## src/rtl/bcd_seven_segment_scanner_pkg.sv

```systemverilog
// Shared types and constants for the multiplexed BCD seven-segment scanner.
package bcd_seven_segment_scanner_pkg;

  localparam int BCD_NIBBLE = 4;

  typedef enum logic {
    ST_BLANK = 1'b0,
    ST_SHOW  = 1'b1
  } state_e;

  // Active-high patterns, bit order {g,f,e,d,c,b,a}.
  localparam logic [6:0] SEG_0    = 7'b0111111;
  localparam logic [6:0] SEG_1    = 7'b0000110;
  localparam logic [6:0] SEG_2    = 7'b1011011;
  localparam logic [6:0] SEG_3    = 7'b1001111;
  localparam logic [6:0] SEG_4    = 7'b1100110;
  localparam logic [6:0] SEG_5    = 7'b1101101;
  localparam logic [6:0] SEG_6    = 7'b1111101;
  localparam logic [6:0] SEG_7    = 7'b0000111;
  localparam logic [6:0] SEG_8    = 7'b1111111;
  localparam logic [6:0] SEG_9    = 7'b1101111;
  localparam logic [6:0] SEG_DASH = 7'b1000000;
  localparam logic [6:0] SEG_OFF  = 7'b0000000;

endpackage

```

## src/rtl/bcd_seven_segment_scanner_bcd_to_seven_segment.sv

```systemverilog
// Combinational BCD nibble to active-high seven-segment pattern.
// Nibbles above 9 are not decimal digits and are shown as a dash.
module bcd_to_seven_segment
  import bcd_seven_segment_scanner_pkg::*;
(
  input  logic [BCD_NIBBLE-1:0] nibble_i,
  output logic [6:0]            seg_o
);

  // Decode table; the default arm covers every illegal nibble.
  always_comb begin
    case (nibble_i)
      4'd0:    seg_o = SEG_0;
      4'd1:    seg_o = SEG_1;
      4'd2:    seg_o = SEG_2;
      4'd3:    seg_o = SEG_3;
      4'd4:    seg_o = SEG_4;
      4'd5:    seg_o = SEG_5;
      4'd6:    seg_o = SEG_6;
      4'd7:    seg_o = SEG_7;
      4'd8:    seg_o = SEG_8;
      4'd9:    seg_o = SEG_9;
      default: seg_o = SEG_DASH;
    endcase
  end

endmodule

```

## src/rtl/bcd_seven_segment_scanner.sv

```systemverilog
// Multiplexed common-anode display scanner. Cycles BLANK/SHOW per digit,
// double-buffers incoming BCD so a frame is never torn, suppresses leading
// zeros and applies output polarity before the output registers.
module bcd_seven_segment_scanner
  import bcd_seven_segment_scanner_pkg::*;
#(
  parameter int NUM_DIGITS         = 3,
  parameter int PRESCALE           = 12000,
  parameter int BLANK_CYCLES       = 16,
  parameter bit ANODE_ACTIVE_LOW   = 1'b1,
  parameter bit SEGMENT_ACTIVE_LOW = 1'b1,
  parameter bit LEADING_ZERO_BLANK = 1'b1
) (
  input  logic                             clock,
  input  logic                             reset,
  input  logic [BCD_NIBBLE*NUM_DIGITS-1:0] bcd_in,
  input  logic                             bcd_valid,
  output logic                             bcd_accepted,
  output logic                             frame_start,
  output logic [NUM_DIGITS-1:0]            anode,
  output logic [6:0]                       segment
);

  localparam int BCD_W   = BCD_NIBBLE * NUM_DIGITS;
  localparam int DIGIT_W = (NUM_DIGITS > 1) ? $clog2(NUM_DIGITS) : 1;
  localparam int CNT_MAX = (PRESCALE > BLANK_CYCLES) ? PRESCALE : BLANK_CYCLES;
  localparam int CNT_W   = (CNT_MAX > 1) ? $clog2(CNT_MAX) : 1;

  // Inactive output levels; XOR-ing an active-high value with these applies polarity.
  localparam logic [NUM_DIGITS-1:0] ANODE_IDLE = ANODE_ACTIVE_LOW ? {NUM_DIGITS{1'b1}} : '0;
  localparam logic [6:0]            SEG_IDLE   = SEGMENT_ACTIVE_LOW ? ~SEG_OFF : SEG_OFF;

  state_e                state_q, state_d;
  logic [DIGIT_W-1:0]    digit_q, digit_d;
  logic [CNT_W-1:0]      cnt_q, cnt_d;
  logic [BCD_W-1:0]      displayed_q, displayed_d;
  logic [BCD_W-1:0]      pending_q, pending_d;
  logic                  pending_flag_q, pending_flag_d;
  logic                  bcd_accepted_q, bcd_accepted_d;
  logic                  frame_start_q, frame_start_d;
  logic [NUM_DIGITS-1:0] anode_q, anode_d;
  logic [6:0]            segment_q, segment_d;

  logic                  boundary;
  logic [NUM_DIGITS-1:0] blank_mask;
  logic [BCD_NIBBLE-1:0] cur_nibble;
  logic [6:0]            cur_pattern;
  logic                  lit;

  // Scan FSM, dwell counter and double buffer next-state logic.
  // NOTE: every combinational output gets a default first so no path leaves it unassigned and infers a latch.
  always_comb begin
    state_d        = state_q;
    digit_d        = digit_q;
    cnt_d          = cnt_q + CNT_W'(1);
    displayed_d    = displayed_q;
    pending_d      = pending_q;
    pending_flag_d = pending_flag_q;
    bcd_accepted_d = 1'b0;
    boundary       = 1'b0;

    case (state_q)
      ST_BLANK: begin
        if (cnt_q == CNT_W'(BLANK_CYCLES - 1)) begin
          state_d  = ST_SHOW;
          cnt_d    = '0;
          boundary = (digit_q == '0);
        end
      end
      ST_SHOW: begin
        if (cnt_q == CNT_W'(PRESCALE - 1)) begin
          state_d = ST_BLANK;
          cnt_d   = '0;
          digit_d = (digit_q == DIGIT_W'(NUM_DIGITS - 1)) ? '0 : digit_q + DIGIT_W'(1);
        end
      end
      default: begin
        state_d = ST_BLANK;
        cnt_d   = '0;
      end
    endcase

    // A strobe on the boundary itself bypasses the pending buffer.
    if (boundary && (pending_flag_q || bcd_valid)) begin
      displayed_d    = bcd_valid ? bcd_in : pending_q;
      pending_flag_d = 1'b0;
      bcd_accepted_d = 1'b1;
    end else if (bcd_valid) begin
      pending_d      = bcd_in;
      pending_flag_d = 1'b1;
    end

    frame_start_d = boundary;
  end

  // Digit k >= 1 is blanked when it and every more significant digit are zero.
  always_comb begin
    blank_mask = '0;
    if (LEADING_ZERO_BLANK) begin
      for (int k = 1; k < NUM_DIGITS; k++) begin
        blank_mask[k] = ((displayed_d >> (k * BCD_NIBBLE)) == '0);
      end
    end
  end

  assign cur_nibble = displayed_d[digit_d * BCD_NIBBLE +: BCD_NIBBLE];

  bcd_to_seven_segment u_decode (
    .nibble_i (cur_nibble),
    .seg_o    (cur_pattern)
  );

  // Output values are derived from next state so registered outputs line up with the FSM state.
  always_comb begin
    lit       = (state_d == ST_SHOW) && !blank_mask[digit_d];
    anode_d   = (lit ? (NUM_DIGITS'(1) << digit_d) : '0) ^ ANODE_IDLE;
    segment_d = (lit ? cur_pattern : SEG_OFF) ^ SEG_IDLE;
  end

  // State, buffers and output registers.
  // NOTE: sequential state uses non-blocking assignments so all registers update from pre-edge values.
  // NOTE: the buffers are plain registers, not memories, so resetting them is cheap and makes discard-on-reset exact.
  always_ff @(posedge clock or negedge reset) begin
    if (!reset) begin
      state_q        <= ST_BLANK;
      digit_q        <= '0;
      cnt_q          <= '0;
      displayed_q    <= '0;
      pending_q      <= '0;
      pending_flag_q <= 1'b0;
      bcd_accepted_q <= 1'b0;
      frame_start_q  <= 1'b0;
      anode_q        <= ANODE_IDLE;
      segment_q      <= SEG_IDLE;
    end else begin
      state_q        <= state_d;
      digit_q        <= digit_d;
      cnt_q          <= cnt_d;
      displayed_q    <= displayed_d;
      pending_q      <= pending_d;
      pending_flag_q <= pending_flag_d;
      bcd_accepted_q <= bcd_accepted_d;
      frame_start_q  <= frame_start_d;
      anode_q        <= anode_d;
      segment_q      <= segment_d;
    end
  end

  assign bcd_accepted = bcd_accepted_q;
  assign frame_start  = frame_start_q;
  assign anode        = anode_q;
  assign segment      = segment_q;

endmodule

```

## config.mk

```make
export PLATFORM = sky130hd
export DESIGN_NAME = bcd_seven_segment_scanner
export DESIGN_NICKNAME = d
export VERILOG_FILES = /design/src/rtl/bcd_seven_segment_scanner_pkg.sv /design/src/rtl/bcd_seven_segment_scanner_bcd_to_seven_segment.sv /design/src/rtl/bcd_seven_segment_scanner.sv
export SDC_FILE = /design/constraint.sdc
export NUM_CORES = 1
export LEC_CHECK = 0
export ABC_AREA = 0
export BUFFER_PORTS_ARGS = -buffer_cell sky130_fd_sc_hd__buf_2
export CAP_MARGIN = 0
export CORE_ASPECT_RATIO = 0.7
export CORE_UTILIZATION = 53
export CTS_CLUSTER_SIZE = 30
export DETAILED_ROUTE_END_ITERATION = 8
export MAX_ROUTING_LAYER = met4
export PLACE_DENSITY = 0.8
export SYNTH_ARGS = -nofsm -noshare
export SYNTH_HDL_FRONTEND = slang
export SYNTH_HIERARCHICAL = 1
export SYNTH_SLANG_ARGS = --single-unit
```

## constraint.sdc

```tcl
create_clock -name clock -period 3.2 [get_ports clock]
set_clock_uncertainty 0.2 [all_clocks]
set_input_delay 0.96 -clock clock [delete_from_list [all_inputs] [get_ports clock]]
set_output_delay 0.96 -clock clock [all_outputs]
set_load 0.01 [all_outputs]
```

==> results.md, run 1 <==
* Synth Register Bits at 54
* Site row count at 22
* Worst Max-Slew Pin Slew at 0.615 ns
* Vias post-DR at 2421
* H-tree level count at 2
* Total Wirelength at 6980 um
* Worst path arrival time at 3.46 ns
* DRC at 0
* Number of synthesis warnings at 6
* Max-Slew Margin vs Limit at 59.0%
* Max VDD drop at 0.274 mV
* IO Port Bufs at 26
* Post-synth top flop: dfrtp_1
* Largest net degree at the start of global routing at 29
* Layout cell share with drive strength beyond 1 at 44.2%
* Worst-path maximum fanout at 6
* Core Area at 0.00534 mm^2
* Hpwl dp at 4940 um
* Max-slew violations at 0
* Initial Utilization at 55.9%
* DRT iter0 DRCs at 142
* Antenna viol nets, final at 0
* Syn Inst Count at 279
* Clock root buffer: clkbuf_8
* Kind of critical path: reg -> reg
* Cell Pwr Density at 400 mW/mm^2
* Die Span Y at 64.8 um
* Pwr Total at 1520 uW
* Layout Nets at 372
* Final Hold Viols at 0
* Final WS setup at -0.219 ns
* Hold buffers post-CTS at 0
* Register area share after synthesis at 45.7%
* Post-synth cell types at 51
* Global-route wire length before repair at 11300 um
* Status: finished with violations
* Pre-CTS WS at -0.292 ns
* Number of global-route vias before repair at 2332
* CTS tree: done
* Vias/cell at 5.72
* Routed WL per cell at 16.5 um
* GRT Total Usage at 25.6%
* Hold_ws at 0.299 ns
* I/O pins at 27
* CTS Buf Count at 5
* Ant. Diodes at 0
* Pleak at 0.00175 uW
* Fmax at 0.292 GHz
* Area grow syn2layout at 27.6%
* Antenna violations before repair at 0
* EDFF count, synth at 0
* Bufs on Longest Clock Path at 2
* Post-synthesis instance area at 0.00298 mm^2
* Syn_nets at 301
* Die width at 91.7 um
* Max cap viols at 0
* Startpoint Class: flip-flop
* Failing checks: setup timing
* Tcrit/Tclk final at 107%
* Avg Cell Area, Syn at 10.7 um^2
* Final setup fails at 7
* Fin crit period at 3.42 ns
* Worst skew pair latency at 0.32 ns
* RSZ-0062 raised after global routing: true
* FFs w/ async S/R, synth at 100%
* Num Clock Sinks at 54
* Die area at 0.00594 mm^2
* Placer Congestion at 0.900
* Clk slew on worst S/H paths at 0.10 ns
* Total grt overflow at 0
* CP required at 3.24 ns
* Hold crit path type: reg -> reg
* DR pass1 iterations at 4
* Crit end category: flip-flop
[routing by layer]
| layer | wire length, um | GRT usage (%) | part of all wire, % | up-vias |
|---|---|---|---|---|
| met5 | 0 | - | 0 | - |
| met4 | 131 | 7.54 | 1.9 | 0 |
| met3 | 313 | 5.52 | 4.5 | 16 |
| met2 | 3250 | 39.2 | 47 | 81 |
| met1 | 3280 | 34.4 | 47 | 1178 |
| li1 | - | - | - | 1146 |
[power breakdown]
part / internal (uW) / switching [uW]
clock network: 231 / 232
registers: 738 / 16.4
logic: 156 / 148
[worst paths after layout]
path | start | to | slack, ns | cells past startpoint
setup / recovery | cnt_q[8]$_DFF_PN0_ | segment[5]$_DFF_PN1_ | -0.22 | 11
setup reg to reg | cnt_q[8]$_DFF_PN0_ | segment[5]$_DFF_PN1_ | -0.22 | 11
max in group asynchronous | reset | displayed_q[1]$_DFF_PN0_ | 1.81 | 2
hold reg to reg | pending_q[3]$_DFFE_PN0P_ | pending_q[3]$_DFFE_PN0P_ | 0.30 | 1
min in group asynchronous | reset | cnt_q[7]$_DFF_PN0_ | 0.44 | 1
hold / removal | pending_q[3]$_DFFE_PN0P_ | pending_q[3]$_DFFE_PN0P_ | 0.30 | 1
[state kept, by name (all words and copies together) (netlist names)]
register        count
state_q             1
bcd_accepted        1
digit_q             2
segment             7
displayed_q        12
pending_q          12
cnt_q              14
frame_start         1
pending_flag_q      1
anode               3
[synth_stat cells, drive strengths merged, types with 2 or more instances]
cell,count,area (um^2)
nor2b,3,18.8
mux2i,14,144
dfstp,10,263
nand4,7,50.1
mux2,13,146
and4,2,17.5
nor2,18,67.6
or2,14,90.1
a21o,3,22.5
a21boi,6,45.0
o211ai,13,113
nand2b,2,12.5
or3,2,17.5
buf,10,82.6
nor3,22,115
and3,9,56.3
nand2,4,15.0
xnor2,6,52.6
o21ai,8,40.0
clkbuf,2,7.51
a22oi,9,72.6
nor4,6,88.8
ha,7,87.6
dfrtp,44,1100
a21oi,9,48.8
nand3,4,20.0
o22ai,3,18.8
xor2,5,43.8
inv,17,63.8
[cells in the final DEF (no fill, tap or decap), types with 4 or more instances in the layout]
| cell type | synthesis | layout |
|---|---|---|
| a21boi_0 | 6 | 6 |
| a21oi_1 | 8 | 7 |
| a22oi_2 | 1 | 6 |
| and3_1 | 9 | 7 |
| buf_12 | 0 | 4 |
| buf_2 | 3 | 26 |
| buf_4 | 3 | 44 |
| clkbuf_8 | 0 | 5 |
| dfrtp_1 | 44 | 44 |
| dfstp_2 | 10 | 10 |
| inv_1 | 16 | 14 |
| mux2_1 | 10 | 10 |
| mux2i_1 | 13 | 13 |
| nand2_1 | 4 | 4 |
| nand3_1 | 4 | 4 |
| nand4_1 | 6 | 6 |
| nor2_1 | 18 | 17 |
| nor3_1 | 21 | 20 |
| o211ai_1 | 10 | 10 |
| o21ai_2 | 0 | 5 |
| or2_2 | 13 | 13 |
| xnor2_1 | 6 | 6 |
| xor2_1 | 5 | 5 |
[worst max-delay path, stage by stage (launching register included)]
cell and delay (ns):
dfrtp_1 0.40, or3_4 0.42, nor4_4 0.42, mux2i_4 0.34, buf_12 0.15, o21ai_2 0.05, o211ai_1 0.48, buf_4 0.25
nor2b_1 0.05, o31a_1 0.26, and3_1 0.17, a22oi_2 0.15
[final cells by class]
cell class | count | area (um^2)
clock buffers | 5 | 68.8
multi-input cells | 195 | 1610
inverters | 18 | 70.1
flip-flops and latches | 54 | 1360
fillers | 375 | 1530
clock inverters | 3 | 40.0
repair buffers | 76 | 563
well taps | 72 | 90.1
[timing repair]
action / in CTS / in global routing
gates resized for setup: 6 / 22
buffers inserted: 5 / 11
pin swaps: 6 / 16
endpoints found under the setup margin: 7 / 7
[stage by stage]
stage / util, % / instances / instance area [um^2] / TNS, ns
5_1_grt: 71.3 / 423 / 3810 / -1.37
6_report: 71.3 / 423 / 3810 / -0.848
3_3_place_gp: 64.8 / 400 / 3460 / -1.02
4_1_cts: 68.2 / 413 / 3640 / -0.0580
3_5_place_dp: 64.8 / 400 / 3460 / -1.48
2_1_floorplan: - / 279 / 3030 / -0.323
[cells by family after synthesis]
group / Yosys count / synth area share, %
compound gates: 54 / 13.1
fa+ha+maj: 7 / 2.94
flops: 54 / 45.7
mux: 27 / 9.73
xor+xnor: 11 / 3.23
simple gates: 96 / 19.9
buf+inv: 30 / 5.33
(Power assumes the default switching activity.)
==> run 2, diff against run 1 <==
- SKIP_LAST_GASP: not set -> 1
==> run 2 against run 1 <==
Total power decreased by 1.4%. The run still ends with setup timing left. Final cell count decreased by 0.71%. Non-clock buffer count fell by 3. Global-route usage down 0.11 points. Die area stayed put. Utilization down 1.4 points. First-iteration DRC count down 11%. Register-to-register slack improved by 0.02 ns. Critical path type unchanged. Worst hold slack better by 0.00082 ns.
==> results.md, run 2 (synthesized netlist as in run 1, its figures left out) <==
* Pleak at 0.00173 uW (was 0.00175 uW)
* Clk slew on worst S/H paths at 0.10 ns (about the same)
* Max-Slew Margin vs Limit at 56.0% (was 59.0%)
* Worst skew pair latency at 0.32 ns (about the same)
* Max-slew violations at 0 (unchanged)
* Initial Utilization at 55.9% (unchanged)
* Routed WL per cell at 15.9 um (was 16.5 um)
* Largest Register: cnt_q (unchanged)
* Flop2flop setup slack at -0.20 ns (was -0.22 ns)
* Failing checks: setup timing (unchanged)
* Hold buffers post-CTS at 0 (unchanged)
* IO Port Bufs at 26 (unchanged)
* Fmax at 0.294 GHz (was 0.292 GHz)
* Fin crit period at 3.40 ns (was 3.42 ns)
* Max FFs per register at 14 (unchanged)
* Worst hold path endpoint: pending_q[3]$_DFFE_PN0P_ (unchanged)
* Die width at 91.7 um (unchanged)
* Number of global-route vias before repair at 2323 (was 2332)
* Vias post-DR at 2401 (was 2421)
* Placer Congestion at 0.900 (unchanged)
* CTS tree: done (unchanged)
* Final WS setup at -0.204 ns (was -0.219 ns)
* DR pass1 iterations at 5 (was 4)
* Antenna viol nets, final at 0 (unchanged)
* Bufs on Longest Clock Path at 2 (unchanged)
* Site row count at 22 (unchanged)
* Antenna violations before repair at 0 (unchanged)
* Total grt overflow at 0 (unchanged)
* Worst path arrival time at 3.45 ns (was 3.46 ns)
* Die area at 0.00594 mm^2 (unchanged)
* Hpwl dp at 4940 um (unchanged)
* GRT Total Usage at 25.5% (was 25.6%)
* Worst-path maximum fanout at 6 (unchanged)
* Filler instances at 381 (was 375)
* Vias/cell at 5.72 (about the same)
* Hold crit path type: reg -> reg (unchanged)
* Startpoint Class: flip-flop (unchanged)
* Commonest non-fill, non-tap cell in the layout: dfrtp_1
* Crit end category: flip-flop (unchanged)
* Core Area at 0.00534 mm^2 (unchanged)
* Commonest cells after routing, fill and taps aside: dfrtp_1, buf_4, buf_2 (unchanged)
* Status: finished with violations (unchanged)
* Total Wirelength at 6670 um (was 6980 um)
* I/O pins at 27 (unchanged)
* Worst r2r dst: segment[5]$_DFF_PN1_ (unchanged)
* Die Span Y at 64.8 um (unchanged)
* Critical R2R Launch: cnt_q[8]$_DFF_PN0_ (unchanged)
* Num Clock Sinks at 54 (unchanged)
* Largest registers: cnt_q (14), displayed_q (12), pending_q (12) (unchanged)
* Largest net degree at the start of global routing at 29 (unchanged)
* Fin util at 69.9% (was 71.3%)
* WHS Path Cells at 1 (unchanged)
* Hold Crit Start: pending_q[3]$_DFFE_PN0P_ (unchanged)
* DRC at 0 (unchanged)
* Max VDD drop at 0.274 mV (about the same)
* DRT iter0 DRCs at 126 (was 142)
* Final setup fails at 7 (unchanged)
* FF-to-FF path depth at 11 (unchanged)
* Tcrit/Tclk final at 106% (was 107%)
* Clock root buffer: clkbuf_8 (unchanged)
* RSZ-0062 raised after global routing: true (unchanged)
* Cell Pwr Density at 402 mW/mm^2 (was 400 mW/mm^2)
* Worst Max-Slew Pin Slew at 0.655 ns (was 0.615 ns)
* Kind of critical path: reg -> reg (unchanged)
* Layout Nets at 369 (was 372)
* Ant. Diodes at 0 (unchanged)
* Final Hold Viols at 0 (unchanged)
* CTS Buf Count at 5 (unchanged)
* CP required at 3.24 ns (about the same)
* Hold_ws at 0.299 ns (about the same)
* Layout cell share with drive strength beyond 1 at 41.1% (was 44.2%)
* Max cap viols at 0 (unchanged)
* H-tree level count at 2 (unchanged)
* Area grow syn2layout at 25.1% (was 27.6%)
* Global-route wire length before repair at 11300 um (about the same)
-- run 2: cell count changes in the layout (fill, tap and decap cells not counted), sizes merged --
cell    delta
buf        -3
clkinv     +1
inv        -1
-- run 2: metal layers --
metal | global-route usage (%) | wire length (um) | up-vias
met5 | - | 0 | -
met3 | 5.05 | 391 | 15
met1 | 34.5 | 3120 | 1156
met2 | 39.1 | 3020 | 92
met4 | 7.34 | 134 | 0
li1 | - | - | 1138
-- run 2: worst max-delay path: stages (launching register included) --
cell and delay, ns:
dfrtp_1 0.41, or3_4 0.42, nor4_4 0.42, mux2i_4 0.34
buf_12 0.14, o21ai_0 0.08, o211ai_1 0.46, buf_4 0.24
nor2b_1 0.05, o31a_1 0.26, and3_1 0.17, a22oi_2 0.15
-- run 2: worst max-delay path by stage --
| stage | from | to | slack (ns) | cells past startpoint |
|---|---|---|---|---|
| after floorplan | cnt_q[0]$_DFF_PN0_ | segment[0]$_DFF_PN1_ | -0.11 | 12 |
| after global placement | bcd_valid | segment[5]$_DFF_PN1_ | -0.22 | 14 |
| after detailed placement | bcd_valid | segment[5]$_DFF_PN1_ | -0.29 | 14 |
| after CTS | cnt_q[1]$_DFF_PN0_ | segment[5]$_DFF_PN1_ | -0.05 | 13 |
| after global routing | cnt_q[8]$_DFF_PN0_ | segment[5]$_DFF_PN1_ | -0.30 | 11 |
| final | cnt_q[8]$_DFF_PN0_ | segment[5]$_DFF_PN1_ | -0.20 | 11 |
-- run 2: area by class of cell --
class,instances,area (um^2),area share [%]
multi-input combinational,195,1570,42.0
sequential,54,1360,36.5
timing repair buffer,73,533,14.3
tap,72,90.1,2.41
clock buffer,5,68.8,1.84
inverter,18,68.8,1.84
clock inverter,3,40.0,1.07
-- run 2: power by group --
part	internal, uW	switching [uW]
clock	231	235
combinational	142	137
sequential	738	16.3
-- run 2: through the flow --
step,worst slack (ns),cell area (um^2),TNS (ns),cells,power [uW]
finish,-0.204,3730,-0.879,420,1500
floorplan,-0.111,3030,-0.323,279,923
global route,-0.302,3730,-1.64,420,1560
CTS,-0.0492,3640,-0.0934,413,1470
global placement,-0.222,3460,-1.02,400,992
detailed placement,-0.292,3460,-1.48,400,1000
-- run 2: repair_timing --
item                                    4_1_cts  5_1_grt
setup buffers                                 5        7
endpoints found under the hold margin         0        0
gates resized for setup                       3       10
pin swaps                                     5       10
endpoints found under the setup margin        7        7
==> run 3, diff against run 2 <==
- TNS_END_PERCENT: not set -> 30
==> run 3 against run 2 <==
The run still ends with setup timing left. Routed wire length fell by 1.7%. Global-route usage fell by 1.3 points. Cell area fell by 0.13%. First-iteration DRC count rose by 2.4%. Sequential cell count did not move. Largest power group unchanged.
==> results.md, run 3 (synthesized netlist as in run 1, its figures left out) <==
* Clk slew on worst S/H paths at 0.10 ns (about the same)
* Antenna viol nets, final at 0 (unchanged)
* Register share of total power at 51.2% (was 50.3%)
* Bufs on Longest Clock Path at 2 (unchanged)
* Worst skew pair latency at 0.31 ns (was 0.32 ns)
* Initial Utilization at 55.9% (unchanged)
* Largest registers: cnt_q (14), displayed_q (12), pending_q (12) (unchanged)
* Area grow syn2layout at 25.0% (was 25.1%)
* Worst path arrival time at 3.36 ns (was 3.45 ns)
* Fin crit period at 3.35 ns (was 3.40 ns)
* CP required at 3.22 ns (was 3.24 ns)
* Failing checks: setup timing (unchanged)
* Site row count at 22 (unchanged)
* DRC at 0 (unchanged)
* Final Hold Viols at 0 (unchanged)
* Max-Slew Margin vs Limit at 65.4% (was 56.0%)
* Total Wirelength at 6560 um (was 6670 um)
* Core Area at 0.00534 mm^2 (unchanged)
* Hold crit path type: in -> async (was reg -> reg)
* Max cap viols at 0 (unchanged)
* P_sw at 372 uW (was 389 uW)
* Ant. Diodes at 0 (unchanged)
* Clk pwr share at 30.5% (was 31.1%)
* GR met1 Demand/Resource at 33.3% (was 34.5%)
* Pre-CTS WS at -0.184 ns (was -0.292 ns)
* Met2 Use GR at 37.3% (was 39.1%)
* Comb power frac at 18.3% (was 18.6%)
* Filler instances at 402 (was 381)
* Grt met3 use at 4.81% (was 5.05%)
* Vias/cell at 5.56 (was 5.72)
* Max-slew violations at 0 (unchanged)
* Tcrit/Tclk final at 105% (was 106%)
* Placer Congestion at 0.893 (was 0.900)
* Hpwl dp at 4770 um (was 4940 um)
* Max VDD drop at 0.283 mV (was 0.274 mV)
* Final WS setup at -0.146 ns (was -0.204 ns)
* Number of global-route vias before repair at 2280 (was 2323)
* Global-route wire length before repair at 10800 um (was 11300 um)
* GRT Total Usage at 24.2% (was 25.5%)
* Hold buffers post-CTS at 0 (unchanged)
* Cell Pwr Density at 396 mW/mm^2 (was 402 mW/mm^2)
* Num Clock Sinks at 54 (unchanged)
* Worst Max-Slew Pin Slew at 0.516 ns (was 0.655 ns)
* Worst r2r dst: segment[3]$_DFF_PN1_ (was segment[5]$_DFF_PN1_)
* H-tree level count at 2 (unchanged)
* CTS Buf Count at 5 (unchanged)
* Vias post-DR at 2363 (was 2401)
* Antenna violations before repair at 0 (unchanged)
* Die width at 91.7 um (unchanged)
* Total grt overflow at 0 (unchanged)
* Pleak at 0.00174 uW (was 0.00173 uW)
* IO Port Bufs at 26 (unchanged)
* Commonest cells after routing, fill and taps aside: buf_4, dfrtp_1, buf_2 (was dfrtp_1, buf_4, buf_2)
* Worst-path maximum fanout at 6 (unchanged)
* Switch share at 25.2% (was 25.9%)
* RSZ-0062 raised after global routing: true (unchanged)
* Largest net degree at the start of global routing at 27 (was 29)
* Most used routing layer: met2 (unchanged)
* Crit end category: flip-flop (unchanged)
* Fmax at 0.299 GHz (was 0.294 GHz)
* Flop2flop setup slack at -0.15 ns (was -0.20 ns)
* Layout Nets at 374 (was 369)
* FF-to-FF path depth at 12 (was 11)
* Commonest non-fill, non-tap cell in the layout: buf_4 (was dfrtp_1)
* DR pass1 iterations at 5 (unchanged)
* Layout cell share with drive strength beyond 1 at 41.1% (about the same)
* Pint at 1100 uW (was 1110 uW)
* Kind of critical path: reg -> reg (unchanged)
* Register area at 0.00136 mm^2 (unchanged)
* Die area at 0.00594 mm^2 (unchanged)
* Hold_ws at 0.261 ns (was 0.299 ns)
* DRT iter0 DRCs at 129 (was 126)
* I/O pins at 27 (unchanged)
* Post-DP Area at 0.00348 mm^2 (was 0.00346 mm^2)
* Cell area after layout at 0.00373 mm^2 (about the same)
* Largest Register: cnt_q (unchanged)
* Die Span Y at 64.8 um (unchanged)
* Final setup fails at 6 (was 7)
* Startpoint Class: flip-flop (unchanged)
* Max FFs per register at 14 (unchanged)
* Post-route setup TNS at -0.506 ns (was -0.879 ns)
* CTS tree: done (unchanged)
* Routed WL per cell at 15.4 um (was 15.9 um)
* Status: finished with violations (unchanged)
* Clock root buffer: clkbuf_8 (unchanged)
* Critical R2R Launch: cnt_q[1]$_DFF_PN0_ (was cnt_q[8]$_DFF_PN0_)
* Multi-input combinational cell area at 0.00156 mm^2 (was 0.00157 mm^2)
[run 3: cell count changes in the layout (fill, tap and decap cells not counted), sizes merged]
cell	delta
clkinv	-1
inv	+1
buf	+5
[run 3: critical path: stages, from the launching register on]
cell and delay, ns:
dfrtp_1 0.38, ha_2 0.20, nand4_1 0.17, nor4_4 0.43, mux2i_4 0.42, o21ai_1 0.13
o211ai_1 0.30, inv_2 0.13, ha_4 0.18, mux2_4 0.29, o22ai_4 0.18, and3_4 0.20
a22oi_2 0.05
[run 3: final cells by class]
cell class                 instances  share of cell area [%]
tap                               72                    2.42
clock buffer                       5                    1.85
timing repair buffer              78                    14.4
inverter                          18                    1.88
multi-input combinational        195                    41.8
clock inverter                     3                    1.07
sequential                        54                    36.6
[run 3: how the worst max path moves through the flow]
stage / from / to / slack [ns] / depth (start not counted)
after floorplan: cnt_q[0]$_DFF_PN0_ / segment[0]$_DFF_PN1_ / -0.11 / 12
after global placement: bcd_valid / segment[5]$_DFF_PN1_ / -0.06 / 13
after detailed placement: bcd_valid / segment[5]$_DFF_PN1_ / -0.18 / 13
after CTS: cnt_q[8]$_DFF_PN0_ / segment[5]$_DFF_PN1_ / -0.10 / 11
after global routing: cnt_q[0]$_DFF_PN0_ / segment[0]$_DFF_PN1_ / -0.28 / 12
final: cnt_q[1]$_DFF_PN0_ / segment[3]$_DFF_PN1_ / -0.15 / 12
[run 3: power by group through the flow]
stage | logic, uW | clock network, uW | registers [uW]
2_1_floorplan | 148 | 0 | 775
3_3_place_gp | 228 | 0 | 767
3_5_place_dp | 236 | 0 | 768
4_1_cts | 243 | 459 | 755
5_1_grt | 297 | 491 | 759
6_report | 270 | 450 | 755
[run 3: timing repair]
item	CTS	global route
setup endpoints to repair	7	7
resized for setup	3	11
setup buffers	3	8
endpoints found under the hold margin	0	0
pin swaps	5	10
[run 3: metal layers]
metal / vias to the layer above / part of all wire, %
met5: - / 0
met4: 0 / 1.1
met3: 11 / 4.1
met2: 63 / 45
met1: 1136 / 50
li1: 1153 / -
[run 3: per-stage QoR]
stage | util [%] | std cells | power (uW)
3_5_place_dp | 65.1 | 406 | 1000
6_report | 69.8 | 425 | 1480
4_1_cts | 67.7 | 417 | 1460
3_3_place_gp | 65.1 | 406 | 995
2_1_floorplan | - | 279 | 922
5_1_grt | 69.8 | 425 | 1550
